## src/rtl/fsm_rr_arbiter.sv

```systemverilog
// Purpose : round-robin arbiter giving one shared resource to one of NUM_REQ requesters, with an optional hold limit.
// Latency : 1 cycle from a sampled request or release to the registered grant; a handoff leaves no idle cycle.
// Backpr. : no ready input. Requests are level-sensitive and are not latched; the owner keeps the grant while it requests.
//
// Ports:
//   clock     in   system clock; all state updates on the rising edge
//   reset_n   in   asynchronous active-low reset
//   req       in   [NUM_REQ-1:0] request vector, bit i = requester i
//   gnt       out  [NUM_REQ-1:0] registered one-hot grant, or all-zero
//   gnt_valid out  registered, equal to |gnt
//   gnt_id    out  [ID_W-1:0] registered owner index; keeps its last value when idle
//
// Build option: define ARB_HOLD_LIMIT_EN to add the hold counter. When
// another request is pending, it pre-empts an owner after MAX_HOLD
// consecutive grant cycles.
module fsm_rr_arbiter #(
  parameter int NUM_REQ  = 4,
  parameter int MAX_HOLD = 8,
  parameter int ID_W     = $clog2(NUM_REQ)
) (
  input  logic               clock,
  input  logic               reset_n,
  input  logic [NUM_REQ-1:0] req,
  output logic [NUM_REQ-1:0] gnt,
  output logic               gnt_valid,
  output logic [ID_W-1:0]    gnt_id
);

  // Catch illegal parameter values at elaboration time.
  if (NUM_REQ < 2 || NUM_REQ > 16) begin : g_bad_num_req
    $error("fsm_rr_arbiter: NUM_REQ must be in 2..16");
  end
  if (MAX_HOLD < 1) begin : g_bad_max_hold
    $error("fsm_rr_arbiter: MAX_HOLD must be >= 1");
  end

  typedef enum logic {
    IDLE  = 1'b0,
    GRANT = 1'b1
  } state_t;

  state_t             state, state_nxt;
  logic [ID_W-1:0]    last_id, last_id_nxt;
  logic [ID_W-1:0]    gnt_id_nxt;
  logic [NUM_REQ-1:0] gnt_nxt;
  logic [NUM_REQ-1:0] cand;
  logic [ID_W-1:0]    scan_id;
  logic [ID_W-1:0]    win_id;
  logic               win_found;
  logic               owner_req;
  logic               limit_hit;
  logic               take_win;

  // The current owner never competes for its own successor. A released
  // owner has req=0 anyway. A pre-empted owner must lose to any other
  // pending requester. In IDLE, gnt is zero, so every request is a candidate.
  assign cand      = req & ~gnt;
  assign owner_req = req[gnt_id];

  // Round-robin search: last_id+1, last_id+2, ... modulo NUM_REQ.
  always_comb begin
    win_found = 1'b0;
    win_id    = last_id;
    scan_id   = last_id;
    for (int k = 1; k <= NUM_REQ; k++) begin
      scan_id = ID_W'((int'(last_id) + k) % NUM_REQ);
      if (!win_found && cand[scan_id]) begin
        win_found = 1'b1;
        win_id    = scan_id;
      end
    end
  end

`ifdef ARB_HOLD_LIMIT_EN
  localparam int CNT_W = $clog2(MAX_HOLD + 1);

  logic [CNT_W-1:0] cnt;
  logic             keep;
  logic             renew;

  assign limit_hit = (cnt == CNT_W'(MAX_HOLD));
  assign keep      = (state == GRANT) && owner_req && !limit_hit;
  // At the limit with nobody else waiting, the owner starts a fresh hold window.
  assign renew     = (state == GRANT) && owner_req && limit_hit && !win_found;

  // keep is false at the limit, so the counter saturates at MAX_HOLD and never wraps.
  always_ff @(posedge clock or negedge reset_n) begin
    if (!reset_n) begin
      cnt <= '0;
    end else if (take_win || renew) begin
      cnt <= CNT_W'(1);
    end else if (keep) begin
      cnt <= cnt + CNT_W'(1);
    end
  end
`else
  assign limit_hit = 1'b0;
`endif

  // Next-state and output logic.
  always_comb begin
    state_nxt   = state;
    gnt_nxt     = gnt;
    gnt_id_nxt  = gnt_id;
    last_id_nxt = last_id;
    take_win    = 1'b0;

    case (state)
      IDLE: begin
        if (win_found) begin
          take_win = 1'b1;
        end
      end
      GRANT: begin
        if (!owner_req) begin
          if (win_found) begin
            take_win = 1'b1;          // hand off directly, no idle cycle
          end else begin
            state_nxt = IDLE;
            gnt_nxt   = '0;
          end
        end else if (limit_hit && win_found) begin
          take_win = 1'b1;            // hold limit pre-empts the owner
        end
      end
      default: begin
        state_nxt = IDLE;
        gnt_nxt   = '0;
      end
    endcase

    if (take_win) begin
      state_nxt       = GRANT;
      gnt_nxt         = '0;
      gnt_nxt[win_id] = 1'b1;
      gnt_id_nxt      = win_id;
      last_id_nxt     = win_id;
    end
  end

  always_ff @(posedge clock or negedge reset_n) begin
    if (!reset_n) begin
      state     <= IDLE;
      gnt       <= '0;
      gnt_valid <= 1'b0;
      gnt_id    <= '0;
      last_id   <= ID_W'(NUM_REQ - 1);
    end else begin
      state     <= state_nxt;
      gnt       <= gnt_nxt;
      gnt_valid <= |gnt_nxt;
      gnt_id    <= gnt_id_nxt;
      last_id   <= last_id_nxt;
    end
  end

endmodule
```

## config.mk

```make
export PLATFORM = sky130hd
export DESIGN_NAME = fsm_rr_arbiter
export DESIGN_NICKNAME = d
export VERILOG_FILES = /design/src/rtl/fsm_rr_arbiter.sv
export SDC_FILE = /design/constraint.sdc
export NUM_CORES = 1
export LEC_CHECK = 0
export BUFFER_PORTS_ARGS = -buffer_cell sky130_fd_sc_hd__clkbuf_2
export CAP_MARGIN = 15
export CORE_UTILIZATION = 35
export DETAILED_ROUTE_END_ITERATION = 8
export SLEW_MARGIN = 0
export SYNTH_ARGS = -nofsm -noshare
export SYNTH_HDL_FRONTEND = slang
export SYNTH_SLANG_ARGS = --single-unit
```

## constraint.sdc

```tcl
create_clock -name clock -period 1.3 [get_ports clock]
set_input_delay 0.325 -clock clock [delete_from_list [all_inputs] [get_ports clock]]
set_output_delay 0.325 -clock clock [all_outputs]
set_load 0.03 [all_outputs]
```

==> results_dict.tcl, run 1 <==
set metrics [dict create \
    wl_um 1290 \
    synth.distinct_cells 24 \
    io_pins 13 \
    max_slew_margin_pct 84.0 \
    synth_common_cells "dfrtp_1 (8), nand2b_1 (6), nand2_1 (4)" \
    num_vias 498 \
    max_stage_delay_ns 0.42 \
    ys_seq_area_share_pct 45.9 \
    clockRootBuffer "clkbuf_4" \
    busiest_layer "met1" \
    fin_area_um2 898 \
    tightest_slew_ns 0.241 \
    finalCriticalPeriod_ns 1.46 \
    critPathTopFamily "flip-flops" \
    crit_type "register to register" \
    postRouteAntennaNets 0 \
    clock-sinks 10 \
    post_drt_wl_per_cell_um 13.5 \
    clkSlewWorstSetupHoldPaths_ns 0.06 \
    rsz0062_at_grt "yes" \
    syn_area_um2 551 \
    synth_top_cell_area_share_pct 36.4 \
    yosys_register_bits 10 \
    synth_top_area_cell "dfrtp_1" \
    skew_ns 0.00209 \
    clk_latency_ns 0.26 \
    grt_antenna_before_repair 0 \
    first_iter_violations 3 \
    post-route-period-util_pct 113 \
    syn_area_per_cell_um2 10.8 \
    overflow 0 \
    num_antenna_cells 0 \
    critPathArrivalTime_ns 1.61 \
    power_density_nw_per_um2 2850 \
    cts_buffers 3 \
    start_util_pct 39.8 \
    die-area_um2 1740 \
    crit_chain "nand2b_4, nor2b_1, o21ai_1, o211ai_1, buf_4, mux2_4" \
    fmax_mhz 683 \
    syn_inst 51 \
    ir_drop_mv 1.54 \
    worstRegToRegCells 6 \
    ys.warnings.count 0 \
    synthArstFlopShare_pct 100 \
    htreeDepth 1 \
    status "finished with violations" \
    r2r_slack_ns -0.16 \
    reg2reg_from "gnt[0]$_DFF_PN0_" \
    endpoint_kind "register" \
    use_met1_pct 23.3 \
    cp-start-kind "register" \
    yosysMostFrequentCell "dfrtp_1" \
    syn_to_final_growth_pct 63.2 \
    grt_pass1_vias 522 \
    hold_viol_final 0 \
    cts_max_path_buffers 2 \
    grt_util_met3_pct 1.74 \
    failed_checks "setup timing" \
    crit_slowest_cell "dfrtp_2" \
    pre_cts_slack_ns -0.215 \
    met2_usage_pct 23.1 \
    post_dp_cell_area_um2 711 \
    synth.area.top_cells "dfrtp_1 (36%), dfstp_2 (9.5%), nand2b_1 (6.8%), mux2_4 (5.5%), a32o_1 (3.6%)" \
    hp-class "primary input to asynchronous set/reset pin" \
    setup_ws_ns -0.165 \
    fin_nets 87 \
    slew_viol_final 0 \
    grt_use_total_pct 17.1 \
    critPathBufInv 1 \
    place_congestion 0.794 \
    drtPass1Iterations 3 \
    synthesis.nets 57 \
    grt_max_degree 11 \
    die_h_um 41.7 \
    viasPerCell 5.24 \
    max_cap_viol_count 0 \
    cp_max_fo 6 \
    synthFlopType "dfrtp_1" \
    cts_tree "yes" \
    core-area_um2 1380 \
    regToRegEndpoint "gnt_id[0]$_DFFE_PN0N_" \
    hpwl_um 904 \
    dieWidth_um 41.7 \
    leakagePower_nw 0.418 \
    required_ns 1.45 \
    grt_pass1_wl_um 2180 \
    rows 13 \
    final-setup-viol-count 9 \
    numPortBuffers 12 \
    drc 0 \
    layout-drive-gt1-share_pct 65.0 \
    synth_edf_count 0 \
]
area by class of cell:
type	instances	area, um2
sequential	10	260
clock buffer	4	36.3
inverter	3	11.3
tap	15	18.8
fill	115	484
multi-input combinational	37	332
timing repair buffer	26	240
what timing repair did:
action,in CTS,in global routing
setup endpoints to repair,14,14
hold buffers,1,0
resized for setup,17,13
hold endpoints to repair,8,0
setup buffers,3,3
pin swaps,5,4
cell usage in the layout, fill, tap and decap left out:
cell           instances
mux2_4                 2
buf_8                  5
o211ai_1               1
dfrtp_2                6
mux2i_1                2
o22a_1                 1
nor2_1                 1
clkbuf_4               3
o22ai_1                1
or4_4                  1
o21ai_1                1
dfrtp_1                2
dlygate4sd3_1          1
and4b_4                1
a32o_1                 2
clkbuf_8               1
nor2b_4                1
nor3b_2                1
nand2b_4               3
a21oi_1                1
buf_6                  6
nand2_2                2
o21ai_0                2
nand2b_1               3
nor2b_2                1
inv_1                  3
buf_4                  7
nand2_1                2
a21o_1                 2
o2bb2ai_2              2
clkbuf_2               7
dfstp_2                2
nor2b_1                2
a211oi_2               1
nand3_1                1
per-layer routing:
layer,vias to the layer above,wire [um]
met5,-,0
met4,0,44
met1,236,615
met2,16,580
li1,241,-
met3,5,45
state kept, by name, indices dropped and copies added (netlist names):
signal and count:
last_id 2, gnt 4, gnt_id 2, state 1
gnt_valid 1
cell families after synthesis:
logic type	after synthesis	share of synthesized area [%]
multiplexers	4	9.09
buffers and inverters	4	4.09
AND/OR/NAND/NOR	19	22.3
AO/OA/AOI/OAI	14	18.6
flip-flops	10	45.9
worst max path at each step:
stage                               start                     to  slack [ns]  depth (start not counted)
finish                   gnt[0]$_DFF_PN0_  gnt_id[0]$_DFFE_PN0N_       -0.16                          6
global route        gnt_id[1]$_DFFE_PN0N_  gnt_id[0]$_DFFE_PN0N_       -0.21                          4
CTS                      gnt[0]$_DFF_PN0_  gnt_id[0]$_DFFE_PN0N_       -0.18                          5
detailed placement       gnt[0]$_DFF_PN0_  gnt_id[0]$_DFFE_PN0N_       -0.21                          5
global placement    gnt_id[1]$_DFFE_PN0N_  gnt_id[0]$_DFFE_PN0N_       -0.20                          4
floorplan           gnt_id[1]$_DFFE_PN0N_  gnt_id[0]$_DFFE_PN0N_       -0.21                          5
stage by stage:
stage | instances | power [mW] | setup TNS (ns) | hold slack (ns) | util [%]
3_5_place_dp | 85 | 1.81 | -1.18 | 0.201 | 51.4
5_1_grt | 95 | 2.72 | -1.57 | 0.472 | 65.0
4_1_cts | 93 | 2.31 | -1.24 | 0.453 | 61.2
2_1_floorplan | 51 | 1.45 | -0.824 | 0.0294 | -
3_3_place_gp | 85 | 1.81 | -1.06 | 0.200 | 51.4
6_report | 95 | 2.56 | -0.919 | 0.448 | 65.0
report_power, final:
group / internal (mW) / leakage, nW / switching, mW
clock network: 0.170 / 0.0210 / 0.105
registers: 0.489 / 0.110 / 0.119
logic: 0.922 / 0.287 / 0.759
total: 1.58 / 0.418 / 0.983
No activity file was read; power rests on OpenSTA's default activity.
==> run 2, diff against run 1 <==
BUFFER_PORTS_ARGS = -buffer_cell sky130_fd_sc_hd__buf_2   (was -buffer_cell sky130_fd_sc_hd__clkbuf_2)
==> run 2 against run 1 <==
Effect of this change:
- the run still ends with setup timing left
- combinational power fell by 5%
- largest cell class unchanged
- register-to-register slack barely moved
- hold slack improved by 0.0073 ns
- sequential cell count did not move
- worst setup slack got worse by 0.012 ns
- final cell count did not move
- sequential share of layout area rose by 0.87 points
- maximum frequency fell by 0.80%
- wire length rose by 4.4%
- clock power fell by 23%
- critical path type unchanged
- count of clock-buffer cells in the layout did not move
- first-iteration DRC count rose by 33%
==> results_dict.tcl, run 2 (synthesis results as in run 1) <==
set metrics [dict create \
    fin_area_um2 872 \
    syn_to_final_growth_pct 58.4 \
    post_drt_wl_per_cell_um 14.1 \
    grt_antenna_before_repair 0 \
    final_cell_mix "buf_4 (11), buf_2 (7), buf_6 (7)" \
    slew_viol_final 0 \
    io_pins 13 \
    hpwl_um 931 \
    drtPass1Iterations 4 \
    overflow 0 \
    grt_use_total_pct 15.7 \
    clkSlewWorstSetupHoldPaths_ns 0.06 \
    crit_type "register to register" \
    grt_max_degree 11 \
    status "finished with violations" \
    post-route-period-util_pct 114 \
    failed_checks "setup timing" \
    num_vias 505 \
    drc 0 \
    cts_buffers 3 \
    clockRootBuffer "clkbuf_4" \
    tightest_slew_ns 0.231 \
    die-area_um2 1740 \
    max_cap_viol_count 0 \
    clock-sinks 10 \
    placedCellCount 86 \
    endpoint_kind "register" \
    dieWidth_um 41.7 \
    ir_drop_mv 1.35 \
    viasPerCell 5.32 \
    rsz0062_at_grt "yes" \
    critPathArrivalTime_ns 1.62 \
    hp-class "primary input to asynchronous set/reset pin" \
    max_slew_margin_pct 84.5 \
    postRouteAntennaNets 0 \
    power_density_nw_per_um2 2760 \
    wl_um 1340 \
    largest_reg_flops 4 \
    leakagePower_nw 0.414 \
    regMostFlops "gnt" \
    fin_nets 87 \
    numPortBuffers 12 \
    final-setup-viol-count 9 \
    htreeDepth 1 \
    num_antenna_cells 0 \
    setup_ws_ns -0.177 \
    finalCriticalPeriod_ns 1.48 \
    skew_ns 0.00371 \
    pre_cts_slack_ns -0.220 \
    rows 13 \
    fin_cells 95 \
    cts_max_path_buffers 2 \
    grt_pass1_wl_um 2030 \
    fmax_mhz 677 \
    first_iter_violations 4 \
    finish.utilization_pct 63.1 \
    required_ns 1.44 \
    cp-start-kind "register" \
    die_h_um 41.7 \
    layout-drive-gt1-share_pct 65.0 \
    cts_tree "yes" \
    final_common_cell "buf_4" \
    post_dp_cell_area_um2 718 \
    clk_latency_ns 0.25 \
    place_congestion 0.829 \
    grt_pass1_vias 472 \
    core-area_um2 1380 \
    cp_max_fo 6 \
    worstRegToRegCells 6 \
    top_regs "gnt: 4 flops, gnt_id: 2 flops, last_id: 2 flops" \
    start_util_pct 39.8 \
    hold_viol_final 0 \
]
## run 2: final timing paths
kind	startpoint	endpoint	slack (ns)
max	gnt[0]$_DFF_PN0_	gnt_id[0]$_DFFE_PN0N_	-0.18
min in group clock	req[0]	state$_DFF_PN0_	0.54
min reg2reg	gnt[0]$_DFF_PN0_	gnt[0]$_DFF_PN0_	0.62
min	reset_n	state$_DFF_PN0_	0.46
max reg2reg	gnt[0]$_DFF_PN0_	gnt_id[0]$_DFFE_PN0N_	-0.18
max in group asynchronous	reset_n	last_id[0]$_DFFE_PN1N_	0.59
## run 2: cell type report
type | instances | area, um2
tap | 15 | 18.8
timing repair buffer | 26 | 206
clock buffer | 4 | 26.3
fill | 113 | 510
multi-input combinational | 37 | 349
inverter | 3 | 11.3
sequential | 10 | 260
## run 2: per-stage QoR
step / TNS [ns] / hold WS, ns / power, mW
6_report: -0.991 / 0.455 / 2.41
5_1_grt: -1.63 / 0.464 / 2.56
4_1_cts: -0.734 / 0.443 / 2.15
3_5_place_dp: -1.14 / 0.193 / 1.82
3_3_place_gp: -0.899 / 0.192 / 1.83
2_1_floorplan: -0.824 / 0.0294 / 1.45
## run 2: where the power goes
part           total (mW)  switching (mW)  internal [mW]
Combinational        1.60           0.748          0.851
Sequential          0.598           0.110          0.488
Clock               0.211          0.0931          0.118
Total                2.41           0.951           1.46
## run 2: critical path, cell delays in order, from the launching register on
cell,delay (ns)
dfrtp_2,0.42
nand2b_4,0.16
nor2b_4,0.12
o21ai_1,0.13
o211ai_1,0.10
buf_4,0.17
mux2_4,0.25
## run 2: what timing repair did
action                                  in CTS  in global routing
pin swaps                                    6                  4
endpoints found under the setup margin      12                 14
resized for setup                            9                 15
hold buffers                                 1                  0
hold endpoints to repair                     8                  0
buffers inserted                             2                  3
## run 2: per-layer routing
metal,up-vias,track usage (%),part of all wire (%)
met5,-,0,0
met4,0,9.68,1.0
met3,4,1.30,4.4
met2,18,24.7,49
met1,240,20.9,45
li1,243,-,-
